===== src/rtl/vga_timing_gen.sv =====
// VGA raster timing generator: issues per-pixel requests to the compositor and
// re-aligns the returned pixel with HS/VS/DE on the pin-side output registers.
module vga_timing_gen #(
    parameter int   H_ACTIVE = 1024,
    parameter int   H_FP     = 24,
    parameter int   H_SYNC   = 136,
    parameter int   H_BP     = 160,
    parameter int   V_ACTIVE = 768,
    parameter int   V_FP     = 3,
    parameter int   V_SYNC   = 6,
    parameter int   V_BP     = 29,
    parameter logic HS_POL   = 1'b0,
    parameter logic VS_POL   = 1'b0,
    parameter int   PIPE_DLY = 2
) (
    input  logic        VGA_CLK,
    input  logic        RST_N,
    input  logic [23:0] VGA_BUF_RGB,
    output logic        VGA_IF_RGBEN,
    output logic        FRAME_START,
    output logic        VGA_HS,
    output logic        VGA_VS,
    output logic        VGA_DE,
    output logic [23:0] VGA_RGB
);

    localparam int H_TOTAL = H_ACTIVE + H_FP + H_SYNC + H_BP;
    localparam int V_TOTAL = V_ACTIVE + V_FP + V_SYNC + V_BP;

    localparam logic [11:0] H_LAST     = 12'(H_TOTAL - 1);
    localparam logic [11:0] V_LAST     = 12'(V_TOTAL - 1);
    localparam logic [11:0] H_ACT      = 12'(H_ACTIVE);
    localparam logic [11:0] V_ACT      = 12'(V_ACTIVE);
    localparam logic [11:0] H_SYNC_ON  = 12'(H_ACTIVE + H_FP);
    localparam logic [11:0] H_SYNC_OFF = 12'(H_ACTIVE + H_FP + H_SYNC);
    localparam logic [11:0] V_SYNC_ON  = 12'(V_ACTIVE + V_FP);
    localparam logic [11:0] V_SYNC_OFF = 12'(V_ACTIVE + V_FP + V_SYNC);

    // Stage word layout: {de, hs, vs}; idle means no data and both syncs inactive.
    localparam logic [2:0] IDLE_STG = {1'b0, ~HS_POL, ~VS_POL};

    logic [11:0] h_cnt_reg;
    logic [11:0] v_cnt_reg;
    logic [2:0]  stg_reg [0:PIPE_DLY];
    logic        frame_start_reg;
    logic [23:0] rgb_reg;

    logic        de_next;
    logic        hs_next;
    logic        vs_next;
    logic        fs_next;

    always_comb begin
        de_next = (h_cnt_reg < H_ACT) && (v_cnt_reg < V_ACT);
        hs_next = ((h_cnt_reg >= H_SYNC_ON) && (h_cnt_reg < H_SYNC_OFF)) ? HS_POL : ~HS_POL;
        vs_next = ((v_cnt_reg >= V_SYNC_ON) && (v_cnt_reg < V_SYNC_OFF)) ? VS_POL : ~VS_POL;
        fs_next = (h_cnt_reg == 12'd0) && (v_cnt_reg == 12'd0);
    end

    always_ff @(posedge VGA_CLK) begin
        if (!RST_N) begin
            h_cnt_reg       <= '0;
            v_cnt_reg       <= '0;
            frame_start_reg <= 1'b0;
            rgb_reg         <= '0;
            for (int i = 0; i <= PIPE_DLY; i++) begin
                stg_reg[i] <= IDLE_STG;
            end
        end else begin
            if (h_cnt_reg == H_LAST) begin
                h_cnt_reg <= '0;
                v_cnt_reg <= (v_cnt_reg == V_LAST) ? 12'd0 : v_cnt_reg + 12'd1;
            end else begin
                h_cnt_reg <= h_cnt_reg + 12'd1;
            end

            stg_reg[0]      <= {de_next, hs_next, vs_next};
            frame_start_reg <= fs_next;
            for (int i = 1; i <= PIPE_DLY; i++) begin
                stg_reg[i] <= stg_reg[i-1];
            end

            // Pixel is captured one stage ahead of the pins so it lands with its DE.
            rgb_reg <= stg_reg[PIPE_DLY-1][2] ? VGA_BUF_RGB : 24'h0;
        end
    end

    assign VGA_IF_RGBEN = stg_reg[0][2];
    assign FRAME_START  = frame_start_reg;
    assign VGA_DE       = stg_reg[PIPE_DLY][2];
    assign VGA_HS       = stg_reg[PIPE_DLY][1];
    assign VGA_VS       = stg_reg[PIPE_DLY][0];
    assign VGA_RGB      = rgb_reg;

endmodule


===== config.mk =====
export PLATFORM = sky130hd
export DESIGN_NAME = vga_timing_gen
export DESIGN_NICKNAME = d
export VERILOG_FILES = /design/src/rtl/vga_timing_gen.sv
export SDC_FILE = /design/constraint.sdc
export NUM_CORES = 1
export LEC_CHECK = 0
export ABC_AREA = 1
export BUFFER_PORTS_ARGS = -buffer_cell sky130_fd_sc_hd__buf_4
export CORE_AREA = 2 2 71 73
export DETAILED_ROUTE_END_ITERATION = 6
export DIE_AREA = 0 0 73 75
export PLACE_DENSITY = 0.77
export SETUP_SLACK_MARGIN = 0.05
export SYNTH_ARGS = -nofsm -noshare
export SYNTH_HDL_FRONTEND = slang
export SYNTH_SLANG_ARGS = --single-unit

===== constraint.sdc =====
create_clock -name VGA_CLK -period 1.5 [get_ports VGA_CLK]
set_clock_uncertainty 0.05 [all_clocks]
set_input_delay 0.225 -clock VGA_CLK [delete_from_list [all_inputs] [get_ports VGA_CLK]]
set_output_delay 0.225 -clock VGA_CLK [all_outputs]
set_load 0.05 [all_outputs]

==> qor.json, run 1 <==
{
  "whs_path_depth": {"value": 3},
  "drive_gt1_share": {"value": 30.28, "unit": "%"},
  "synth.distinct_cells": {"value": 26},
  "die_height": {"value": 75, "unit": "um"},
  "cts_buffers": {"value": 9},
  "max-slew-margin-rel": {"value": 78.30, "unit": "%"},
  "number_of_instances_in_the_synthesized_netlist": {"value": 321},
  "synth-xor-area-share": {"value": 1.434, "unit": "%"},
  "fin_crit": {"value": 1.368, "unit": "ns"},
  "adder_cell_share_of_the_synthesized_area": {"value": 3.074, "unit": "%"},
  "first_global_vias": {"value": 1946},
  "floorplan.die_area": {"value": 5475, "unit": "um^2"},
  "synth-main-ff-cell": {"value": "dfxtp_1"},
  "timing.critical_path.arrival": {"value": 1.55, "unit": "ns"},
  "clk_lat_worst_skew": {"value": 0.33, "unit": "ns"},
  "post-synth-top-area-fraction": {"value": 47.54, "unit": "%"},
  "largest_vdd_supply_drop": {"value": 813.8, "unit": "uV"},
  "grt_pass1_wl": {"value": 8.204, "unit": "mm"},
  "setup.worst_path.end_class": {"value": "flop"},
  "numPlacedInstances": {"value": 430},
  "ys_seq_area_share": {"value": 47.54, "unit": "%"},
  "synth_async_sr_flop_share": {"value": 0, "unit": "%"},
  "critPathLaunchType": {"value": "flop"},
  "clock_tree.root_cell": {"value": "clkbuf_8"},
  "finalNonFillerCells": {"value": 447},
  "report.final.hold_viol_count": {"value": 0},
  "crit_type": {"value": "reg2reg"},
  "yosys-top-cells-count": {"value": "58 x dfxtp_1, 58 x nor2_1, 54 x inv_1, 51 x nand2_1"},
  "yosys_register_bits": {"value": 58},
  "average_vias_per_placed_instance": {"value": 4.823},
  "ys_warn_count": {"value": 0},
  "drt_pre_antenna_iters": {"value": 4},
  "synth_fp_nets": {"value": 353},
  "synth_top_cell_by_area": {"value": "dfxtp_1"},
  "worst_hold_path_type": {"value": "in2reg"},
  "clockBufferDepth": {"value": 2},
  "clk_pin_slew_worst_paths": {"value": 0.06, "unit": "ns"},
  "dr_total_vias": {"value": 2156},
  "synth_top_family_by_area": {"value": "simple AND/OR/NAND/NOR gates"},
  "drt_iter0_drc": {"value": 76},
  "hold_buffers": {"value": 0},
  "grt.total_usage": {"value": 19.82, "unit": "%"},
  "synth_simple_gate_area_share": {"value": 32.79, "unit": "%"},
  "synthesized_area_per_cell": {"value": 7.609, "unit": "um^2"},
  "clock_tree_from_tritoncts": {"value": "built"},
  "ff2ff_path_depth": {"value": 8},
  "totalPowerFinal": {"value": 3.230, "unit": "mW"},
  "layout.nets": {"value": 421},
  "drt_drc_violations_left": {"value": 0},
  "final_report_max_slew_violation_count": {"value": 0},
  "min_period_over_period": {"value": 91.22, "unit": "%"},
  "cts_num_sinks": {"value": 58},
  "area.growth.synth_to_final": {"value": 31.15, "unit": "%"},
  "power.density": {"value": 1008, "unit": "nW/um^2"},
  "buffer_ports.inserted": {"value": 54},
  "n_antenna_cell": {"value": 0},
  "grt_remaining_overflow": {"value": 0},
  "final_antenna_net_count": {"value": 0},
  "timing.final.setup_violations": {"value": 0},
  "synth_compound_area_share": {"value": 4.047, "unit": "%"},
  "total_leakage_power": {"value": 1.509, "unit": "nW"},
  "status": {"value": "complete, no violations"},
  "netlist_top_cells_area": {"value": "dfxtp_1 48%, nor2_1 8.9%, inv_1 8.3%, nand2_1 7.8%, nand4_1 3.8%"},
  "rsz0062_at_grt": {"value": "no"},
  "place.gp.congestion": {"value": 0.8729},
  "r2r_slack": {"value": 0.13, "unit": "ns"},
  "hpwl": {"value": 3.672, "unit": "mm"},
  "maxClockFrequency": {"value": 730.8, "unit": "MHz"},
  "yosys-mux-area-fraction": {"value": 0, "unit": "%"},
  "pin_count": {"value": 55},
  "start_util": {"value": 52.40, "unit": "%"},
  "finalSetupTns": {"value": 0, "unit": "ns"},
  "cp_max_fo": {"value": 6},
  "synth-edff-count": {"value": 0},
  "synth_area": {"value": 2442, "unit": "um^2"},
  "total_wire_length": {"value": 5.148, "unit": "mm"},
  "core": {"value": 4661, "unit": "um^2"},
  "avgRoutedWirePerCell": {"value": 11.52, "unit": "um"},
  "max_cap_viol_count": {"value": 0},
  "grt_start_max_net_pins": {"value": 26},
  "max_slew.worst_pin.slew": {"value": 0.3251, "unit": "ns"},
  "core.rowCount": {"value": 25},
  "die_width": {"value": 73, "unit": "um"},
  "largest_reg_flops": {"value": 24},
  "cts.htree.levels": {"value": 3},
  "antenna_violations_before_repair": {"value": 0},
  "cp.required": {"value": 1.68, "unit": "ns"}
}
## logic make-up (layout without fill, tap and decap cells)
kind of cell | after synthesis | in the layout
flops | 58 | 58
buf+inv | 68 | 139
fa+ha+maj | 6 | 6
xor+xnor | 4 | 4
simple gates | 169 | 170
compound gates | 16 | 16
## per-layer routing
metal	global-route usage [%]	part of all wire [%]
met1	23.59	46
met2	30.53	43
met3	5.622	7.8
met4	14.81	3.1
met5	0	0
## path summary, 6_finish.rpt
path,from,to
max,h_cnt_reg[0],v_cnt_reg[3]
min,VGA_BUF_RGB[18],VGA_RGB[18]
max reg2reg,h_cnt_reg[0],v_cnt_reg[3]
min reg2reg,stg_reg[0][3],stg_reg[0][6]
## per-stage QoR
step | instance area [um^2] | hold slack [ns] | worst slack [ns] | util (%)
6_report | 3203 | 0.05425 | 0.1316 | 68.72
5_1_grt | 3203 | 0.05087 | 0.04700 | 68.72
4_1_cts | 3142 | 0.04369 | 0.07410 | 67.41
3_5_place_dp | 2938 | 0.3509 | 0.03136 | 63.03
3_3_place_gp | 2938 | 0.3437 | 0.06531 | 63.03
2_1_floorplan | 2442 | 0.2685 | 0.1866 | -
## critical path: stages, from the launching register on
cell	delay, ns
dfxtp_4	0.37
ha_4	0.15
nand2_4	0.07
inv_2	0.09
nand2_4	0.08
nor2_4	0.21
nand2_2	0.09
nor2_1	0.11
nor2_1	0.06
## final cells by class
cell class                      instances  area, um^2
Sequential cell                        58        1170
Multi-Input combinational cell        196        1074
Clock inverter                          3       40.04
Tap cell                               54       67.56
Timing Repair Buffer                   61       470.5
Clock buffer                           12       145.1
Fill cell                             376        1458
Inverter                               63       236.5
## repair_timing
| action | CTS | global route |
|---|---|---|
| resized for setup | 1 | 19 |
| gates cloned | 1 | 0 |
| endpoints found under the hold margin | 0 | 0 |
| setup buffers | 1 | 0 |
| pin swaps | 2 | 5 |
| setup endpoints to repair | 6 | 23 |
## cells in the final DEF, fill, tap and decap left out, types with 2 or more instances in the layout
cell | Yosys | final
nand4_1 | 15 | 15
nor2_4 | 5 | 8
inv_2 | 5 | 7
nand3_2 | 3 | 3
a21oi_1 | 5 | 5
nor3_1 | 6 | 6
or2_2 | 4 | 4
ha_1 | 6 | 5
o21ai_0 | 5 | 5
dfxtp_2 | 0 | 4
nand3_1 | 15 | 15
nor2_1 | 58 | 56
xor2_1 | 4 | 3
nand2_4 | 1 | 4
clkinv_1 | 4 | 3
inv_1 | 54 | 53
clkinv_2 | 0 | 2
nand2_1 | 51 | 50
buf_4 | 0 | 60
dfxtp_1 | 58 | 53
nor2_2 | 4 | 4
a21oi_2 | 5 | 5
nand2_2 | 5 | 3
clkbuf_8 | 0 | 10
clkbuf_1 | 2 | 2
## where the power goes
| group | internal [mW] | total, mW | switching [mW] |
|---|---|---|---|
| registers | 1.57 | 1.59 | 0.0151 |
| logic | 0.101 | 0.254 | 0.153 |
| clock network | 0.798 | 1.39 | 0.591 |
(Power assumes the default switching activity.)
==> inputs of run 2 (changes only) <==
==> constraint.sdc (replaced) <==
create_clock -name VGA_CLK -period 1.57 [get_ports VGA_CLK]
set_clock_uncertainty 0.05 [all_clocks]
set_input_delay 0.314 -clock VGA_CLK [delete_from_list [all_inputs] [get_ports VGA_CLK]]
set_output_delay 0.314 -clock VGA_CLK [all_outputs]
set_load 0.05 [all_outputs]
==> run 2 against run 1 <==
Net effect: critical path depth is the same; final area shrank 0.74%; clock power is 16% higher; total power increased by 4.1%; setup slack better by 0.00061 ns; non-clock buffer count decreased by 3; clock-buffer cell count stayed put; critical path type unchanged.
==> qor.json, run 2 (synthesis results as in run 1) <==
{
  "pin_count": {"value": 55},
  "report.final.hold_viol_count": {"value": 0},
  "worstReg2RegStart": {"value": "h_cnt_reg[1]"},
  "hold_buffers": {"value": 0},
  "max-slew-margin-rel": {"value": 74.90, "unit": "%"},
  "cts_num_sinks": {"value": 58},
  "antenna_violations_before_repair": {"value": 0},
  "final_antenna_net_count": {"value": 0},
  "total_wire_length": {"value": 5.287, "unit": "mm"},
  "ff2ff_path_depth": {"value": 8},
  "finalSetupTns": {"value": 0, "unit": "ns"},
  "crit_type": {"value": "reg2reg"},
  "n_antenna_cell": {"value": 0},
  "grt.total_usage": {"value": 20.80, "unit": "%"},
  "cts.htree.levels": {"value": 3},
  "status": {"value": "complete, no violations"},
  "core": {"value": 4661, "unit": "um^2"},
  "timing.final.setup_violations": {"value": 0},
  "total_leakage_power": {"value": 1.473, "unit": "nW"},
  "timing.critical_path.arrival": {"value": 1.62, "unit": "ns"},
  "maxClockFrequency": {"value": 695.5, "unit": "MHz"},
  "clock_tree_from_tritoncts": {"value": "built"},
  "dr_total_vias": {"value": 2152},
  "core.rowCount": {"value": 25},
  "floorplan.die_area": {"value": 5475, "unit": "um^2"},
  "clock_tree.root_cell": {"value": "clkbuf_8"},
  "max_slew.worst_pin.slew": {"value": 0.3752, "unit": "ns"},
  "largest_reg_flops": {"value": 24},
  "buffer_ports.inserted": {"value": 54},
  "power.share.combinational": {"value": 7.2, "unit": "%"},
  "drt_iter0_drc": {"value": 157},
  "cp-endpoint": {"value": "v_cnt_reg[0]"},
  "drt_pre_antenna_iters": {"value": 4},
  "cp.required": {"value": 1.75, "unit": "ns"},
  "die_width": {"value": 73, "unit": "um"},
  "grt_remaining_overflow": {"value": 0},
  "start_util": {"value": 52.40, "unit": "%"},
  "die_height": {"value": 75, "unit": "um"},
  "clk_pin_slew_worst_paths": {"value": 0.07, "unit": "ns"},
  "clockBufferDepth": {"value": 2},
  "first_global_vias": {"value": 2018},
  "setup.worst_path.end_class": {"value": "flop"},
  "avgRoutedWirePerCell": {"value": 11.88, "unit": "um"},
  "cp-startpoint": {"value": "h_cnt_reg[1]"},
  "max_cap_viol_count": {"value": 0},
  "critical_path.reg2reg.endpoint": {"value": "v_cnt_reg[0]"},
  "final_report_max_slew_violation_count": {"value": 0},
  "drive_gt1_share": {"value": 28.39, "unit": "%"},
  "place.gp.congestion": {"value": 0.8638},
  "min-delay-start": {"value": "VGA_BUF_RGB[18]"},
  "average_vias_per_placed_instance": {"value": 4.836},
  "drt_drc_violations_left": {"value": 0},
  "seqPwrFrac": {"value": 45.0, "unit": "%"},
  "cts_buffers": {"value": 9},
  "largest_vdd_supply_drop": {"value": 579.7, "unit": "uV"},
  "min_period_over_period": {"value": 91.58, "unit": "%"},
  "rsz0062_at_grt": {"value": "no"},
  "mostFrequentLayoutCells": {"value": "57 x nor2_1, 57 x buf_4, 56 x dfxtp_1, 54 x inv_1, 51 x nand2_1"},
  "area.growth.synth_to_final": {"value": 30.17, "unit": "%"},
  "critPathLaunchType": {"value": "flop"},
  "switching_power": {"value": 0.7445, "unit": "mW"},
  "switching_power_share_of_the_total": {"value": 22.15, "unit": "%"},
  "hpwl": {"value": 3.777, "unit": "mm"},
  "layout.nets": {"value": 418},
  "worst_hold_path_type": {"value": "in2reg"},
  "grt_start_max_net_pins": {"value": 26},
  "clk_lat_worst_skew": {"value": 0.33, "unit": "ns"},
  "cp_max_fo": {"value": 6},
  "fin_crit": {"value": 1.438, "unit": "ns"},
  "clkPwrFrac": {"value": 47.8, "unit": "%"},
  "cellInternalPower": {"value": 2.617, "unit": "mW"},
  "totalPowerFinal": {"value": 3.361, "unit": "mW"},
  "grt_pass1_wl": {"value": 8.714, "unit": "mm"},
  "power.density": {"value": 1057, "unit": "nW/um^2"},
  "r2r_slack": {"value": 0.13, "unit": "ns"}
}
## run 2: changes by cell type in the layout (fill, tap and decap cells not counted), sizes merged
cell	previous run	this run
buf	61	58
bufinv	1	2
clkinvlp	0	1
inv	60	59
## run 2: worst max-delay path, cell delays in order, from the launching register on
cell and delay, ns:
dfxtp_1 0.35, ha_2 0.20, nand2_2 0.10, nor2_4 0.17, nand2_2 0.10, nand2_2 0.12, nand2_4 0.08, inv_2 0.10
nor2_1 0.05
## run 2: cell type report
cell class                 count  area [um^2]
sequential                    58         1164
multi-input combinational    196         1026
tap                           54        67.56
clock inverter                 4        72.57
timing repair buffer          58        447.9
fill                         384         1481
inverter                      63        236.5
clock buffer                  12        165.2
## run 2: worst min path at each step
stage,cells past startpoint,to
2_1_floorplan,1,stg_reg[0][3]
3_3_place_gp,1,stg_reg[0][3]
3_5_place_dp,1,stg_reg[0][4]
4_1_cts,3,VGA_RGB[18]
5_1_grt,3,VGA_RGB[5]
6_report,3,VGA_RGB[18]
## run 2: per-stage QoR
| stage | instances | hold slack [ns] | instance area, um^2 | utilization (%) | setup slack (ns) |
|---|---|---|---|---|---|
| floorplan | 321 | 0.3425 | 2442 | - | 0.2566 |
| global placement | 427 | 0.3437 | 2915 | 62.55 | 0.1419 |
| detailed placement | 427 | 0.3481 | 2915 | 62.55 | 0.09998 |
| CTS | 443 | 0.1383 | 3153 | 67.65 | 0.07780 |
| global route | 445 | 0.1504 | 3179 | 68.21 | 0.02704 |
| finish | 445 | 0.1451 | 3179 | 68.21 | 0.1322 |
## run 2: power by group through the flow
stage | clock [mW] | combinational (mW) | sequential, mW
2_1_floorplan | 0 | 0.0619 | 1.62
3_3_place_gp | 0 | 0.239 | 1.54
3_5_place_dp | 0 | 0.241 | 1.55
4_1_cts | 1.64 | 0.242 | 1.51
5_1_grt | 1.69 | 0.260 | 1.51
6_report | 1.61 | 0.240 | 1.51
## run 2: timing repair
action	4_1_cts	5_1_grt
setup endpoints to repair	0	23
setup buffers	0	1
resized for setup	0	5
## run 2: metal layers
metal	routed length, um	global-route usage [%]	up-vias
met4	107	10.49	0
li1	-	-	1115
met3	317	4.685	14
met2	2420	33.53	68
met1	2441	26.35	955
met5	0	0	-
==> inputs of run 3 (changes only) <==
==> constraint.sdc (replaced) <==
create_clock -name VGA_CLK -period 1.55 [get_ports VGA_CLK]
set_clock_uncertainty 0.05 [all_clocks]
set_input_delay 0.31 -clock VGA_CLK [delete_from_list [all_inputs] [get_ports VGA_CLK]]
set_output_delay 0.31 -clock VGA_CLK [all_outputs]
set_load 0.05 [all_outputs]
==> run 3 against run 2 <==
Net effect: via count rose by 0.42%; non-clock buffer count did not move; critical path depth fell by 1; register-to-register slack barely moved; total power rose by 1.3%; sequential power barely moved; combinational power rose by 2%; setup slack got worse by 0.0022 ns; maximum frequency rose by 1.3%.
==> qor.json, run 3 (synthesis results as in run 1) <==
{
  "floorplan.die_area": {"value": 5475, "unit": "um^2"},
  "largest_vdd_supply_drop": {"value": 587.2, "unit": "uV"},
  "drt_pre_antenna_iters": {"value": 4},
  "max_cap_viol_count": {"value": 0},
  "multiInputGateArea": {"value": 1039, "unit": "um^2"},
  "timing.critical_path.arrival": {"value": 1.63, "unit": "ns"},
  "fin_crit": {"value": 1.420, "unit": "ns"},
  "core": {"value": 4661, "unit": "um^2"},
  "rsz0062_at_grt": {"value": "no"},
  "clockBufferDepth": {"value": 2},
  "core.rowCount": {"value": 25},
  "drt_drc_violations_left": {"value": 0},
  "hold_buffers": {"value": 0},
  "cp_max_fo": {"value": 4},
  "critical_path.top_delay_family": {"value": "simple AND/OR/NAND/NOR gates"},
  "layout.nets": {"value": 418},
  "largest_reg_flops": {"value": 24},
  "cts_buffers": {"value": 9},
  "die_height": {"value": 75, "unit": "um"},
  "final_antenna_net_count": {"value": 0},
  "total_leakage_power": {"value": 1.474, "unit": "nW"},
  "buffer_ports.inserted": {"value": 54},
  "critPathSlowestCell": {"value": "dfxtp_1"},
  "pin_count": {"value": 55},
  "timing.critical_path.buf_inv": {"value": 0},
  "max_slew.worst_pin.slew": {"value": 0.2801, "unit": "ns"},
  "finalSetupTns": {"value": 0, "unit": "ns"},
  "layout_commonest_cell": {"value": "buf_4"},
  "post_dp_cell_area": {"value": 2915, "unit": "um^2"},
  "drt_iter0_drc": {"value": 148},
  "final_report_max_slew_violation_count": {"value": 0},
  "cts_num_sinks": {"value": 58},
  "worst_hold_path_type": {"value": "in2reg"},
  "place.gp.congestion": {"value": 0.8638},
  "sequential_cell_area": {"value": 1164, "unit": "um^2"},
  "hpwl": {"value": 3.777, "unit": "mm"},
  "report.final.hold_viol_count": {"value": 0},
  "mostFrequentLayoutCells": {"value": "57 x buf_4, 56 x dfxtp_1, 56 x nor2_1, 54 x inv_1, 51 x nand2_1"},
  "critPathLaunchType": {"value": "flop"},
  "power.density": {"value": 1067, "unit": "nW/um^2"},
  "dr_total_vias": {"value": 2161},
  "min_period_over_period": {"value": 91.61, "unit": "%"},
  "status": {"value": "complete, no violations"},
  "antenna_violations_before_repair": {"value": 0},
  "clock_tree.root_cell": {"value": "clkbuf_8"},
  "grt.total_usage": {"value": 20.80, "unit": "%"},
  "setup.worst_path.end_class": {"value": "flop"},
  "area.growth.synth_to_final": {"value": 30.69, "unit": "%"},
  "cp.required": {"value": 1.76, "unit": "ns"},
  "fillCellCount": {"value": 378},
  "maxClockFrequency": {"value": 704.2, "unit": "MHz"},
  "clk_pin_slew_worst_paths": {"value": 0.07, "unit": "ns"},
  "cts.htree.levels": {"value": 3},
  "start_util": {"value": 52.40, "unit": "%"},
  "avgRoutedWirePerCell": {"value": 11.89, "unit": "um"},
  "timing.final.setup_violations": {"value": 0},
  "drive_gt1_share": {"value": 28.64, "unit": "%"},
  "clock_tree_from_tritoncts": {"value": "built"},
  "fin_area": {"value": 3192, "unit": "um^2"},
  "cpPeakStageDelay": {"value": 0.35, "unit": "ns"},
  "die_width": {"value": 73, "unit": "um"},
  "grt_pass1_wl": {"value": 8.714, "unit": "mm"},
  "first_global_vias": {"value": 2018},
  "average_vias_per_placed_instance": {"value": 4.856},
  "max-slew-margin-rel": {"value": 81.15, "unit": "%"},
  "n_antenna_cell": {"value": 0},
  "critical_path.cell_chain": {"value": "ha_2 -> nand2_2 -> nor2_2 -> nand2_1 -> nor2_4 -> nand3_1 -> a21oi_1"},
  "total_wire_length": {"value": 5.292, "unit": "mm"},
  "crit_type": {"value": "reg2reg"},
  "grt_remaining_overflow": {"value": 0},
  "grt_start_max_net_pins": {"value": 26},
  "clk_lat_worst_skew": {"value": 0.33, "unit": "ns"}
}
==> run 3: cell counts in the layout (fill, tap and decap cells not counted) <==
Identical to the previous run, type by type.
==> run 3: worst paths after layout <==
check,from,endpoint,slack (ns),depth (start not counted)
setup / recovery,h_cnt_reg[1],v_cnt_reg[11],0.13,7
hold / removal,VGA_BUF_RGB[18],VGA_RGB[18],0.14,3
setup reg to reg,h_cnt_reg[1],v_cnt_reg[11],0.13,7
hold reg to reg,stg_reg[0][4],stg_reg[0][7],0.37,1
==> run 3: area by class of cell <==
class,count,share of cell area (%)
flip-flops and latches,58,36.46
multi-input cells,196,32.54
inverters,63,7.409
repair buffers,58,14.03
well taps,54,2.117
clock buffers,12,5.174
clock inverters,4,2.274
==> run 3: what timing repair did <==
action                                 in CTS  in global routing
resized for setup                           0                  8
setup endpoints to repair                   0                 23
setup buffers                               0                  1
endpoints found under the hold margin       0                  0
==> run 3: power by group <==
| group | leakage [nW] | total, mW | switching, mW | internal [mW] |
|---|---|---|---|---|
| Combinational | 0.884 | 0.245 | 0.148 | 0.0966 |
| Sequential | 0.472 | 1.53 | 0.0123 | 1.52 |
| Clock | 0.119 | 1.63 | 0.593 | 1.03 |
==> run 3: layer usage <==
metal	wire (um)	GRT usage (%)
met1	2419	26.35
met2	2406	33.53
met3	363	4.685
met4	103	10.49
met5	0	0
==> run 3: stage by stage <==
step / instances / power (mW) / hold slack, ns / setup slack (ns) / utilization, %
after floorplan: 321 / 1.704 / 0.3425 / 0.2366 / -
after global placement: 427 / 1.806 / 0.3437 / 0.1219 / 62.55
after detailed placement: 427 / 1.810 / 0.3481 / 0.07998 / 62.55
after CTS: 443 / 3.436 / 0.1343 / 0.05780 / 67.65
after global routing: 445 / 3.513 / 0.1464 / 0.007054 / 68.48
final: 445 / 3.404 / 0.1410 / 0.1300 / 68.48
==> run 3: worst reg2reg max path, delay by kind of cell, from the launching register on <==
| kind | cells | cell delay (ns) |
|---|---|---|
| compound gates | 1 | 0.13 |
| fa+ha+maj | 1 | 0.20 |
| flops | 1 | 0.35 |
| simple gates | 5 | 0.62 |
